**src/rtl/alu_operand_entry_pkg.sv**
```systemverilog
// rtl/alu_operand_entry_pkg.sv - shared entry-stage encoding and opcode field positions
package alu_operand_entry_pkg;

   // Entry stages; the numeric values also drive the status LEDs
   typedef enum logic [2:0] {
      S_A   = 3'd0,
      S_B   = 3'd1,
      S_OP  = 3'd2,
      S_SEL = 3'd3,
      S_RUN = 3'd4
   } state_t;

   // Opcode slice positions within the switch word
   localparam int MC_LSB  = 0;
   localparam int MC_W    = 2;
   localparam int MUX_LSB = 2;
   localparam int MUX_W   = 4;

   // Output-select bit positions within the switch word
   localparam int SEL_MUX_BIT = 0;
   localparam int SEL_MUL_BIT = 1;

endpackage

```
**src/rtl/alu_operand_entry_btn_debounce.sv**
```systemverilog
// rtl/alu_operand_entry_btn_debounce.sv - push-button synchroniser, debouncer and rise detector
module btn_debounce #(
   parameter int DEB_CYCLES = 250000
) (
   input  logic clk,
   input  logic rst,
   input  logic raw,
   output logic level,
   output logic rise_pulse
);

   localparam int CW = (DEB_CYCLES > 1) ? $clog2(DEB_CYCLES) : 1;
   localparam logic [CW-1:0] TERM = CW'(DEB_CYCLES - 1);

   logic [1:0]    sync_q, sync_d;
   logic [CW-1:0] cnt_q, cnt_d;
   logic          stable_q, stable_d;
   logic          rise_q, rise_d;

   // Next-state: count while the synced level disagrees, accept it at the terminal count
   always_comb begin
      sync_d   = {sync_q[0], raw};
      cnt_d    = '0;
      stable_d = stable_q;
      if (sync_q[1] != stable_q) begin
         if (cnt_q == TERM) begin
            stable_d = sync_q[1];
         end else begin
            cnt_d = cnt_q + 1'b1;
         end
      end
      rise_d = stable_d & ~stable_q;
   end

   // State registers, cleared immediately on reset
   always_ff @(posedge clk or posedge rst) begin
      if (rst) begin
         sync_q   <= '0;
         cnt_q    <= '0;
         stable_q <= 1'b0;
         rise_q   <= 1'b0;
      end else begin
         sync_q   <= sync_d;
         cnt_q    <= cnt_d;
         stable_q <= stable_d;
         rise_q   <= rise_d;
      end
   end

   assign level      = stable_q;
   assign rise_pulse = rise_q;

endmodule

```
**src/rtl/alu_operand_entry.sv**
```systemverilog
// rtl/alu_operand_entry.sv - button-driven operand/opcode entry sequencer for the ALU top
module alu_operand_entry
   import alu_operand_entry_pkg::*;
#(
   parameter int WIDTH      = 6,
   parameter int DEB_CYCLES = 250000
) (
   input  logic             clk,
   input  logic             rst,
   input  logic [WIDTH-1:0] sw,
   input  logic             btn_next,
   input  logic             btn_clear,
   output logic [WIDTH-1:0] A,
   output logic [WIDTH-1:0] B,
   output logic [MC_W-1:0]  MC,
   output logic [MUX_W-1:0] MUX,
   output logic             mux,
   output logic             MUL,
   output logic [2:0]       stage,
   output logic             op_valid,
   output logic             op_start
);

   logic [WIDTH-1:0] sw_meta_q, sw_sync_q;
   logic             next_pulse, clr_pulse;
   logic             next_level, clr_level;
   logic             unused_levels;

   state_t           state_q, state_d;
   logic [WIDTH-1:0] a_q, a_d, b_q, b_d;
   logic [MC_W-1:0]  mc_q, mc_d;
   logic [MUX_W-1:0] mux_fn_q, mux_fn_d;
   logic             mux_path_q, mux_path_d;
   logic             mul_q, mul_d;
   logic             op_valid_q, op_valid_d;
   logic             op_start_q, op_start_d;

   btn_debounce #(.DEB_CYCLES(DEB_CYCLES)) u_deb_next (
      .clk        (clk),
      .rst        (rst),
      .raw        (btn_next),
      .level      (next_level),
      .rise_pulse (next_pulse)
   );

   btn_debounce #(.DEB_CYCLES(DEB_CYCLES)) u_deb_clear (
      .clk        (clk),
      .rst        (rst),
      .raw        (btn_clear),
      .level      (clr_level),
      .rise_pulse (clr_pulse)
   );

   // Held levels are not needed here; only the press edges sequence entry
   assign unused_levels = next_level ^ clr_level;

   // Two-stage synchroniser for the slide switches
   always_ff @(posedge clk or posedge rst) begin
      if (rst) begin
         sw_meta_q <= '0;
         sw_sync_q <= '0;
      end else begin
         sw_meta_q <= sw;
         sw_sync_q <= sw_meta_q;
      end
   end

   // Entry sequencing: clear overrides next, fields hold unless captured
   always_comb begin
      state_d    = state_q;
      a_d        = a_q;
      b_d        = b_q;
      mc_d       = mc_q;
      mux_fn_d   = mux_fn_q;
      mux_path_d = mux_path_q;
      mul_d      = mul_q;
      if (clr_pulse) begin
         state_d    = S_A;
         a_d        = '0;
         b_d        = '0;
         mc_d       = '0;
         mux_fn_d   = '0;
         mux_path_d = 1'b0;
         mul_d      = 1'b0;
      end else if (next_pulse) begin
         case (state_q)
            S_A: begin
               a_d     = sw_sync_q;
               state_d = S_B;
            end
            S_B: begin
               b_d     = sw_sync_q;
               state_d = S_OP;
            end
            S_OP: begin
               mc_d     = sw_sync_q[MC_LSB +: MC_W];
               mux_fn_d = sw_sync_q[MUX_LSB +: MUX_W];
               state_d  = S_SEL;
            end
            S_SEL: begin
               mux_path_d = sw_sync_q[SEL_MUX_BIT];
               mul_d      = sw_sync_q[SEL_MUL_BIT];
               state_d    = S_RUN;
            end
            default: state_d = S_A;
         endcase
      end
      op_valid_d = (state_d == S_RUN);
      op_start_d = (state_d == S_RUN) && (state_q != S_RUN);
   end

   // Stage and field registers
   always_ff @(posedge clk or posedge rst) begin
      if (rst) begin
         state_q    <= S_A;
         a_q        <= '0;
         b_q        <= '0;
         mc_q       <= '0;
         mux_fn_q   <= '0;
         mux_path_q <= 1'b0;
         mul_q      <= 1'b0;
         op_valid_q <= 1'b0;
         op_start_q <= 1'b0;
      end else begin
         state_q    <= state_d;
         a_q        <= a_d;
         b_q        <= b_d;
         mc_q       <= mc_d;
         mux_fn_q   <= mux_fn_d;
         mux_path_q <= mux_path_d;
         mul_q      <= mul_d;
         op_valid_q <= op_valid_d;
         op_start_q <= op_start_d;
      end
   end

   assign A        = a_q;
   assign B        = b_q;
   assign MC       = mc_q;
   assign MUX      = mux_fn_q;
   assign mux      = mux_path_q;
   assign MUL      = mul_q;
   assign stage    = state_q;
   assign op_valid = op_valid_q;
   assign op_start = op_start_q;

endmodule

```
**config.mk**
```make
export PLATFORM = sky130hd
export DESIGN_NAME = alu_operand_entry
export DESIGN_NICKNAME = d
export VERILOG_FILES = /design/src/rtl/alu_operand_entry_pkg.sv /design/src/rtl/alu_operand_entry_btn_debounce.sv /design/src/rtl/alu_operand_entry.sv
export SDC_FILE = /design/constraint.sdc
export NUM_CORES = 1
export LEC_CHECK = 0
export CORE_UTILIZATION = 45
export CTS_CLUSTER_DIAMETER = 60
export DETAILED_ROUTE_END_ITERATION = 10
export PLACE_DENSITY = 0.67
export SLEW_MARGIN = 10
export SYNTH_ARGS = -nofsm -noshare
export SYNTH_HDL_FRONTEND = slang
export SYNTH_SLANG_ARGS = --single-unit
```
**constraint.sdc**
```tcl
create_clock -name clk -period 7.4 [get_ports clk]
set_input_delay 1.85 -clock clk [delete_from_list [all_inputs] [get_ports clk]]
set_output_delay 1.85 -clock clk [all_outputs]
set_load 0.01 [all_outputs]
```
Word-level counts from Yosys, hierarchy flattened
Cells that the tools add are included.

Flip-flop bits (word level): 81. Latch bits: 0. RAM bits: 0. ROM bits: 0. Bits of input ports: 10. Output and inout port bits: 25. Word-level logic and storage cells: 74. Memories: 0.

Add/subtract/negate cells: 2. $mul: 0. Div/mod/pow operators: 0. Order comparisons: 0. Eq/ne operators: 9. Shift operators: 0. Multiplexer cells: 29. Bitwise operators: 4. Reduce and logical (&&, ||, !) cells: 11.

Operators by type and width (count): 2-to-1 mux 18 bit (4); adder 18 x 1 -> 18 bit, second input constant (2); == test 18 bit, second input constant (2); 2-to-1 mux 6 bit (6); 2-to-1 mux 4 bit (3); one-hot mux 3 bit (4 select lines) (1); 2-to-1 mux 1 bit (10); nonzero test 2 bit (5); AND reduction 2 bit (4); == test 3 x 2 -> 1 bit, second input constant (2); 2-to-1 mux 2 bit (3); 2-to-1 mux 3 bit (2); == test 3 x 1 -> 1 bit, second input constant (1); == test 3 bit, second input constant (1); zero test 3 bit (1); != test 3 bit, second input constant (1); AND 1 bit (2); != test 1 bit (2); inverter 1 bit (2); logical AND 1 bit (1).

Longest topological paths before layout
Gate-level depths: netlist (run 1).

Depth after elaboration: 6. Gate-level depth with buffers: 6. Gate-level depth less buffers: 5.

Hierarchy
Synthesis (run 1) repeated with hierarchy kept, for this count alone.

Cell total of the unflattened synthesis: 305. Area, all modules: 3535.9 µm².

Modules (own cells, without submodules): btn_debounce (times used 2, cells an instance 100, area an instance 1048.5 µm², sequential area each 550.5 µm²); alu_operand_entry (times used 1, cells an instance 105, area an instance 1438.9 µm², sequential area each 925.9 µm²).

Worst setup path after synthesis (run 1)
OpenSTA, ideal clock, no wires.

Path kind: register to output. Start: register state_q[0] (netlist: stage[0]). End: output port stage[0]. Arrival time: 0.434 ns. Setup slack: 5.116 ns. Stages on the path, launching flop included: 1. Path buffers: 0. Cell sequence: dfrtp_1.

RTL lines: from (decl) (RTL line alu_operand_entry.sv:29) `state_t state_q, state_d;`; from (signal assigned) (RTL line alu_operand_entry.sv:125) `state_q <= state_d;`; to (decl) (RTL line alu_operand_entry.sv:19) `output logic [2:0] stage,`.

No word-level cell between the ends.

Worst setup path in the final report (run 1)
Start: register state_q[2] (netlist: stage[2]). End: output port stage[2].

No word-level cell between the ends.

==> results.yml, run 1 <==
outcome:
  status: "completed"
setup_path:
  worstSetupPathType: "flop to output pin"
  critPathMaxStageDelay_ns: 0.57
  cp.arrival_ns: 1.35
  end_kind: "output pin"
  critPathTopFamily: "buffers and inverters"
  crit_fanout: 6
  crit_slowest_cell: "clkdlybuf4s50_1"
  worstPathCellList: "clkdlybuf4s50_1"
  required_ns: 5.55
  critPathLaunchType: "flop"
  path_buf_inv: 1
synth:
  synthCells: 305
  syn_area_sq_mm: 0.00344
  synth-main-ff-cell: "dfrtp_1"
  avgSynthCellArea_sq_um: 11.3
  synth_warnings: 0
  synth-seq-area-share: 0.589
  async_reset_ff_frac: 1.00
  postSynthNetCount: 317
  yosysUniqueCellTypes: 40
  ys_ff_latch: 81
  synth_edf_count: 0
detailed_routing:
  routed_wirelength_um: 6130
  vias: 2311
  firstDrtPassIters: 5
  drt_iter0_drc: 116
  drc: 0
  vias_per_cell: 5.19
  wl_per_cell_um: 13.8
  postRouteAntennaNets: 0
finish:
  diodes: 0
  register_area_sq_mm: 0.00203
  fin_util: 0.561
  final_area_sq_mm: 0.00411
  syn2layout_area_growth_pct: 19.4
  fill_cells: 630
  nNetsFinal: 353
  drive_above_1_share: 0.0780
  multi_input_area_sq_mm: 0.00135
placement:
  place_congestion: 0.796
  placed_area_sq_mm: 0.00387
  dp_hpwl_um: 4060
  portBuffers: 34
timing:
  fin_setup_tns_ns: 0
  tightest_slew_ns: 1.10
  fin_crit_sh: 0.433
  layout_min_cycle_time_ns: 3.20
  rsz0062_at_grt: "false"
  slew_headroom: 0.259
  fmax_mhz: 312
  finalHoldViolations: 0
  drv_slew: 0
  fin_skew_ns: 0.0115
  setup-violations-final: 0
global_routing:
  use_met1: 0.250
  grtUsageTotal: 0.179
  grt_max_degree: 82
  grt.overflow.total: 0
  grt_pass1_wl_um: 10800
  busiest_layer: "met2"
  antenna_found_initial: 0
  use_met2: 0.276
  grt_pass1_vias: 2253
  grtUsageMet3: 0.0351
floorplan:
  rows: 31
  start_util: 0.469
  chipWidth_um: 89.4
  die_h_um: 89.4
  core-area_sq_mm: 0.00733
  dieArea_sq_mm: 0.00800
  num_io_pins: 35
clock_network:
  postCtsSetupBuffers: 0
  cts_resized: 0
  cts_tree: "yes"
  cts-hold-fix-buffers: 0
  clkLatencyLatePin_ns: 0.34
  cts_max_level: 3
  ctsRootBufferMaster: "clkbuf_8"
  max-clock-path-buffers: 2
  cts.clk_slew.worst_paths_ns: 0.08
  cts_buffers: 9
  clock_sinks: 81
pwr:
  max-vdd-ir-drop_mv: 0.107
  pwr_density_cell_mw_per_mm2: 209
  power_w: 0.000860
  p_leak_nw: 1.80
worst_hold_path:
  hp-class: "flop to flop"
flow_run:
  drv_cap: 0
==> synthesized netlist by cell type, types with 2 or more instances <==
cell	count	area, sq um
o21ai_0	12	60.1
and4_1	5	43.8
xor2_1	18	158
nand2b_1	7	43.8
ha_1	2	25.0
nor4bb_1	2	20.0
xnor2_1	10	87.6
nand2_1	19	71.3
and3_1	2	12.5
nor4_1	8	50.1
a21oi_1	8	40.0
o41ai_4	2	55.1
nor3_1	3	15.0
and2_1	2	12.5
inv_1	5	18.8
and3b_1	3	26.3
nand3_1	11	55.1
or3_1	4	25.0
clkbuf_1	5	18.8
mux2i_1	15	150
nor2_1	51	191
dfrtp_1	81	2030
mux2_2	2	22.5
nand4_1	12	75.1
==> power breakdown <==
group	internal [W]	switching, W	total [W]
Clock	0.000224	0.000156	0.000380
Combinational	0.00000905	0.0000163	0.0000253
Sequential	0.000449	0.00000566	0.000455
==> final cells by class <==
class,count,share of cell area
sequential,81,0.493
multi-input combinational,209,0.329
timing repair buffer,35,0.0847
clock buffer,9,0.0301
tap,99,0.0301
clock inverter,7,0.0283
inverter,5,0.00487
==> worst paths after layout <==
| path | startpoint | endpoint | slack [ns] | cells past startpoint |
|---|---|---|---|---|
| setup / recovery | stage[2] | stage[2] | 4.20 | 1 |
| hold / removal | u_deb_next.sync_q[0] | u_deb_next.sync_q[1] | 0.34 | 0 |
| setup reg to reg | u_deb_clear.cnt_q[6] | u_deb_clear.cnt_q[11] | 5.19 | 4 |
| hold reg to reg | u_deb_next.sync_q[0] | u_deb_next.sync_q[1] | 0.34 | 0 |
| max in group asynchronous | rst | u_deb_clear.rise_pulse | 4.62 | 3 |
| min in group asynchronous | rst | u_deb_clear.cnt_q[4] | 2.11 | 3 |
==> registers in the layout, summed over array words and instances (netlist names), 3 cells and up <==
signal,flops
u_deb_clear.cnt_q,18
u_deb_next.cnt_q,18
A,6
B,6
sw_meta_q,6
sw_sync_q,6
MUX,4
stage,3
==> through the flow <==
| step | setup WS (ns) | hold slack (ns) | cells |
|---|---|---|---|
| after floorplan | 3.47 | 0.331 | 305 |
| after global placement | 4.20 | 0.332 | 429 |
| after detailed placement | 4.19 | 0.336 | 429 |
| after CTS | 4.17 | 0.348 | 445 |
| after global routing | 4.11 | 0.349 | 445 |
| final | 4.20 | 0.344 | 445 |
==> layout by cell type, fill, tap and decap left out, drive strengths merged <==
cell type,netlist,layout
dfrtp,81,81
nor2,51,51
clkdlybuf4s50,0,34
nand2,19,19
xor2,18,18
mux2i,15,15
nand4,13,13
o21ai,12,12
nand3,11,11
xnor2,10,10
clkbuf,6,9
a21oi,9,9
nor4,8,8
nand2b,7,7
and4,5,5
inv,5,5
or3,4,4
and3b,3,3
nor3,3,3
clkinv,0,3
bufinv,0,3
o41ai,2,2
and3,2,2
and2,2,2
mux2,2,2
ha,2,2
nor4bb,2,2
or4,2,2
nor2b,1,1
nor4b,1,1
nand3b,1,1
nand4b,1,1
o31ai,1,1
or2b,1,1
nor3b,1,1
clkinvlp,0,1
buf,4,1
==> cells by family (layout without fill, tap and decap cells) <==
logic type | count (synthesis) | in the layout | share of synthesized area
AO/OA/AOI/OAI | 24 | 24 | 0.0498
XOR/XNOR | 28 | 28 | 0.0713
adder cells (fa/ha/maj) | 2 | 2 | 0.00727
buffers and inverters | 15 | 56 | 0.0204
flip-flops | 81 | 81 | 0.589
multiplexers | 17 | 17 | 0.0502
AND/OR/NAND/NOR | 138 | 138 | 0.212
==> routing by layer <==
metal / wire, um / vias up / share of wire
li1: - / 1128 / -
met1: 2980 / 1126 / 0.49
met2: 2880 / 49 / 0.47
met3: 188 / 8 / 0.031
met4: 74 / 0 / 0.012
met5: 0 / - / 0
(Power assumes the default switching activity.)
==> run 2, diff against run 1 <==
--- a/config.mk
+++ b/config.mk
@@ -8,7 +8,7 @@
 export CORE_UTILIZATION = 45
 export CTS_CLUSTER_DIAMETER = 60
 export DETAILED_ROUTE_END_ITERATION = 10
-export PLACE_DENSITY = 0.67
+export PLACE_DENSITY = 0.69
 export SLEW_MARGIN = 10
 export SYNTH_ARGS = -nofsm -noshare
 export SYNTH_HDL_FRONTEND = slang
==> constraint.sdc (replaced) <==
create_clock -name clk -period 2.6 [get_ports clk]
set_input_delay 0.65 -clock clk [delete_from_list [all_inputs] [get_ports clk]]
set_output_delay 0.65 -clock clk [all_outputs]
set_load 0.01 [all_outputs]
==> run 2 against run 1 <==
  * Largest power group unchanged
  * Final area is 0.33% higher
  * Clock power is 140% higher
  * Largest cell class unchanged
  * Power grew to 2.6 times the previous value
  * Flip-flop and latch count stayed put
  * Global-route usage is 0.29 points lower
  * Worst setup slack worse by 3.7 ns
==> results.yml, run 2 (synthesis results as in run 1) <==
clock_network:
  cts_buffers: 9
  cts_tree: "yes"
  cts_resized: 0
  ctsRootBufferMaster: "clkbuf_8"
  clkLatencyLatePin_ns: 0.36
  max-clock-path-buffers: 2
  postCtsSetupBuffers: 0
  cts-hold-fix-buffers: 0
  clock_sinks: 81
  cts.clk_slew.worst_paths_ns: 0.09
  cts_max_level: 3
pwr:
  p_sw_w: 0.000568
  p_int_w: 0.00171
  comb_power_share: 0.035
  clkPwrFrac: 0.396
  max-vdd-ir-drop_mv: 0.345
  switching_share: 0.249
  power.share.sequential: 0.569
  p_leak_nw: 1.81
  pwr_density_cell_mw_per_mm2: 552
  power_w: 0.00228
setup_path:
  crit_fanout: 8
  critPathMaxStageDelay_ns: 0.58
  required_ns: 1.95
  critPathTopFamily: "buffers and inverters"
  worstPathCellList: "clkdlybuf4s50_1"
  critPathLaunchType: "flop"
  worstSetupPathType: "flop to output pin"
  path_buf_inv: 1
  crit_slowest_cell: "clkdlybuf4s50_1"
  end_kind: "output pin"
  cp.arrival_ns: 1.41
timing:
  tightest_slew_ns: 0.682
  fin_setup_tns_ns: 0
  rsz0062_at_grt: "false"
  setup-violations-final: 0
  whs_ns: 0.354
  finalHoldViolations: 0
  fin_skew_ns: 0.0140
  drv_slew: 0
  fin_crit_sh: 0.791
  slew_headroom: 0.545
  layout_min_cycle_time_ns: 2.06
  fmax_mhz: 486
floorplan:
  core-area_sq_mm: 0.00733
  start_util: 0.469
  die_h_um: 89.4
  rows: 31
  num_io_pins: 35
  chipWidth_um: 89.4
  dieArea_sq_mm: 0.00800
placement:
  place_congestion: 0.796
  placed_area_sq_mm: 0.00393
  dp_hpwl_um: 4220
  portBuffers: 34
finish:
  syn2layout_area_growth_pct: 19.8
  mostFrequentLayoutCells: "dfrtp_1 (81), nor2_1 (51), clkdlybuf4s50_1 (34), nand2_1 (19), xor2_1 (18)"
  fill_cells: 610
  reg_top3: "u_deb_clear.cnt_q x18, u_deb_next.cnt_q x18"
  multi_input_area_sq_mm: 0.00134
  drive_above_1_share: 0.0883
  nNetsFinal: 358
  register_area_sq_mm: 0.00203
  mostFrequentLayoutCell: "dfrtp_1"
  final_area_sq_mm: 0.00412
  diodes: 0
detailed_routing:
  drc: 0
  drt_iter0_drc: 93
  vias_per_cell: 5.06
  postRouteAntennaNets: 0
  wl_per_cell_um: 13.5
  routed_wirelength_um: 6080
  firstDrtPassIters: 4
  vias: 2278
worst_hold_path:
  hp-class: "flop to flop"
global_routing:
  grt.overflow.total: 0
  grtUsageTotal: 0.176
  grt_pass1_vias: 2162
  grt_pass1_wl_um: 10400
  antenna_found_initial: 0
  grt_max_degree: 34
outcome:
  status: "completed"
flow_run:
  drv_cap: 0
## run 2: changes by cell type in the layout (fill, tap and decap cells not counted), moves of 2 or more
cell,before,now
inv_8,0,2
buf_12,0,2
clkinv_2,3,0
buf_4,1,4
clkinv_4,0,2
bufinv_16,3,0
## run 2: power by group through the flow
stage                     sequential (W)  combinational (W)  clock (W)
after floorplan                  0.00131          0.0000491          0
after global placement           0.00132          0.0000823          0
after detailed placement         0.00132          0.0000831          0
after CTS                        0.00129          0.0000837   0.000929
after global routing             0.00130          0.0000933   0.000984
final                            0.00129          0.0000802   0.000901
## run 2: per-layer routing
| layer | part of all wire | global-route usage | up-vias |
|---|---|---|---|
| met2 | 0.45 | 0.257 | 37 |
| met5 | 0 | 0 | - |
| met3 | 0.032 | 0.0452 | 11 |
| li1 | - | - | 1136 |
| met4 | 0.020 | 0.0866 | 0 |
| met1 | 0.50 | 0.246 | 1094 |
## run 2: worst register-to-register path, stage by stage (launching register included)
cell and delay [ns]:
dfrtp_1 0.48, nor4_1 0.30, nand2_1 0.15, o41ai_4 0.56
buf_4 0.28, nor2_1 0.06
## run 2: final cells by class
type	count	area share
flip-flops and latches	81	0.492
clock buffers	10	0.0334
well taps	99	0.0300
inverters	5	0.00546
repair buffers	40	0.0995
clock inverters	6	0.0140
multi-input cells	209	0.326
## run 2: worst paths after layout
kind	cells past startpoint	startpoint	endpoint	slack [ns]
worst max-delay path	1	stage[0]	stage[0]	0.54
worst min register to register	0	u_deb_clear.sync_q[0]	u_deb_clear.sync_q[1]	0.35
worst min-delay path	0	u_deb_clear.sync_q[0]	u_deb_clear.sync_q[1]	0.35
min in group asynchronous	2	rst	sw_meta_q[2]	0.68
worst max register to register	5	u_deb_clear.cnt_q[5]	u_deb_clear.cnt_q[11]	0.66
max in group asynchronous	3	rst	op_valid	1.38
## run 2: per-stage QoR
| step | util | instances | setup WS (ns) |
|---|---|---|---|
| final | 0.562 | 450 | 0.542 |
| after global routing | 0.562 | 450 | 0.414 |
| after CTS | 0.562 | 450 | 0.524 |
| after detailed placement | 0.536 | 434 | 0.655 |
| after global placement | 0.536 | 434 | 0.662 |
| after floorplan | - | 305 | 0.815 |
==> run 3, diff against run 2 <==
--- a/config.mk
+++ b/config.mk
@@ -8,7 +8,7 @@
 export CORE_UTILIZATION = 45
 export CTS_CLUSTER_DIAMETER = 60
 export DETAILED_ROUTE_END_ITERATION = 10
-export PLACE_DENSITY = 0.69
+export PLACE_DENSITY = 0.67
 export SLEW_MARGIN = 10
 export SYNTH_ARGS = -nofsm -noshare
 export SYNTH_HDL_FRONTEND = slang
==> constraint.sdc (replaced) <==
create_clock -name clk -period 2 [get_ports clk]
set_input_delay 0.5 -clock clk [delete_from_list [all_inputs] [get_ports clk]]
set_output_delay 0.5 -clock clk [all_outputs]
set_load 0.01 [all_outputs]
==> run 3 against run 2 <==
  * Routed wire length increased by 2.7%
  * Final area is 0.91% higher
  * First-iteration DRC count rose by 73%
  * Clock-buffer cell count shrank 1
  * Clock power up 23%
  * Core utilization grew 0.51 points
  * Worst setup slack worse by 0.45 ns
  * Clock skew is 0.0045 ns lower
  * Final cell count rose by 1.1%
  * Worst hold slack improved by 0.0012 ns
  * Sequential share of layout area is 0.44 points lower
  * Critical path type unchanged
  * Highest routed layer unchanged
==> results.yml, run 3 (synthesis results as in run 1) <==
detailed_routing:
  drc: 0
  vias: 2342
  wl_per_cell_um: 13.7
  routed_wirelength_um: 6240
  postRouteAntennaNets: 0
  firstDrtPassIters: 4
  vias_per_cell: 5.15
  drt_iter0_drc: 161
floorplan:
  core-area_sq_mm: 0.00733
  num_io_pins: 35
  start_util: 0.469
  rows: 31
  chipWidth_um: 89.4
  die_h_um: 89.4
  dieArea_sq_mm: 0.00800
clock_network:
  cts_buffers: 9
  ctsRootBufferMaster: "clkbuf_8"
  clkLatencyLatePin_ns: 0.34
  clock_sinks: 81
  cts.clk_slew.worst_paths_ns: 0.09
  cts_max_level: 3
  cts_tree: "yes"
  cts-hold-fix-buffers: 0
  max-clock-path-buffers: 2
setup_path:
  end_kind: "output pin"
  worstSetupPathType: "flop to output pin"
  critPathMaxStageDelay_ns: 0.58
  startpoint: "stage[0]"
  critPathLaunchType: "flop"
  crit_fanout: 8
  regToRegStartpoint: "u_deb_clear.cnt_q[6]"
  crit_slowest_cell: "clkdlybuf4s50_1"
  cp.arrival_ns: 1.40
  worstPathCellList: "clkdlybuf4s50_1"
  r2r_slack_ns: 0.15
  critPathTopFamily: "buffers and inverters"
  ff2ff_path_depth: 5
  cp.depth: 1
  rr_endpoint: "u_deb_clear.cnt_q[11]"
  required_ns: 1.50
  worstSetupEndpoint: "stage[0]"
  path_buf_inv: 1
timing:
  fin_skew_ns: 0.00951
  fmax_mhz: 525
  setup-violations-final: 0
  drv_slew: 0
  finalHoldViolations: 0
  layout_min_cycle_time_ns: 1.90
  slew_headroom: 0.527
  rsz0062_at_grt: "false"
  fin_setup_tns_ns: 0
  tightest_slew_ns: 0.710
  fin_crit_sh: 0.952
finish:
  syn2layout_area_growth_pct: 20.9
  final_area_sq_mm: 0.00416
  reg_top3: "u_deb_clear.cnt_q x18, u_deb_next.cnt_q x18"
  mostFrequentLayoutCell: "dfrtp_1"
  nNetsFinal: 363
  mostFrequentLayoutCells: "dfrtp_1 (81), nor2_1 (51), clkdlybuf4s50_1 (34), nand2_1 (19), xor2_1 (18)"
  diodes: 0
  fill_cells: 631
  drive_above_1_share: 0.107
  fin_util: 0.568
placement:
  portBuffers: 34
  dp_hpwl_um: 4360
  place_congestion: 0.840
  placed_area_sq_mm: 0.00397
global_routing:
  grt.overflow.total: 0
  grtUsageTotal: 0.177
  grt_max_degree: 35
  grt_pass1_vias: 2208
  antenna_found_initial: 0
  grt_pass1_wl_um: 10600
worst_hold_path:
  hp-class: "flop to flop"
flow_run:
  drv_cap: 0
pwr:
  pwr_density_cell_mw_per_mm2: 698
  max-vdd-ir-drop_mv: 0.367
  p_leak_nw: 1.83
outcome:
  status: "completed"
==> run 3: area by class of cell <==
| type | count | area [sq um] | area share |
|---|---|---|---|
| clock inverters | 7 | 58.8 | 0.0141 |
| inverters | 5 | 22.5 | 0.00541 |
| well taps | 99 | 124 | 0.0298 |
| repair buffers | 45 | 448 | 0.108 |
| flip-flops and latches | 81 | 2030 | 0.487 |
| multi-input cells | 209 | 1360 | 0.326 |
| clock buffers | 9 | 124 | 0.0298 |
==> run 3: per-stage QoR <==
step / power, W / hold slack (ns) / cells / worst slack (ns)
4_1_cts: 0.00296 / 0.356 / 455 / 0.0763
3_3_place_gp: 0.00183 / 0.332 / 439 / 0.228
2_1_floorplan: 0.00177 / 0.331 / 305 / 0.215
6_report: 0.00291 / 0.355 / 455 / 0.0967
5_1_grt: 0.00304 / 0.364 / 455 / 0.0193
3_5_place_dp: 0.00183 / 0.335 / 439 / 0.123
==> run 3: where the power goes <==
group	switching [W]	internal (W)
Combinational	0.0000639	0.0000462
Sequential	0.0000198	0.00166
Clock	0.000638	0.000475
==> run 3: worst min-delay path by stage <==
stage,startpoint,cells past startpoint,slack [ns],end
3_3_place_gp,sw_meta_q[5],0,0.33,sw_sync_q[5]
5_1_grt,sw_meta_q[4],0,0.36,sw_sync_q[4]
4_1_cts,sw_meta_q[5],0,0.36,sw_sync_q[5]
2_1_floorplan,sw_meta_q[0],0,0.33,sw_sync_q[0]
6_report,sw_meta_q[0],0,0.35,sw_sync_q[0]
3_5_place_dp,sw_meta_q[4],0,0.33,sw_sync_q[4]
==> run 3: what timing repair did <==
action | in CTS | in global routing
gates resized for setup | 0 | 1
buffers inserted | 0 | 0
setup endpoints to repair | 0 | 1
==> run 3: routing by layer <==
layer / routed length, um / track usage / vias up
li1: - / - / 1161
met1: 3130 / 0.252 / 1131
met2: 2840 / 0.264 / 39
met3: 156 / 0.0305 / 11
met4: 111 / 0.0837 / 0
met5: 0 / 0 / -
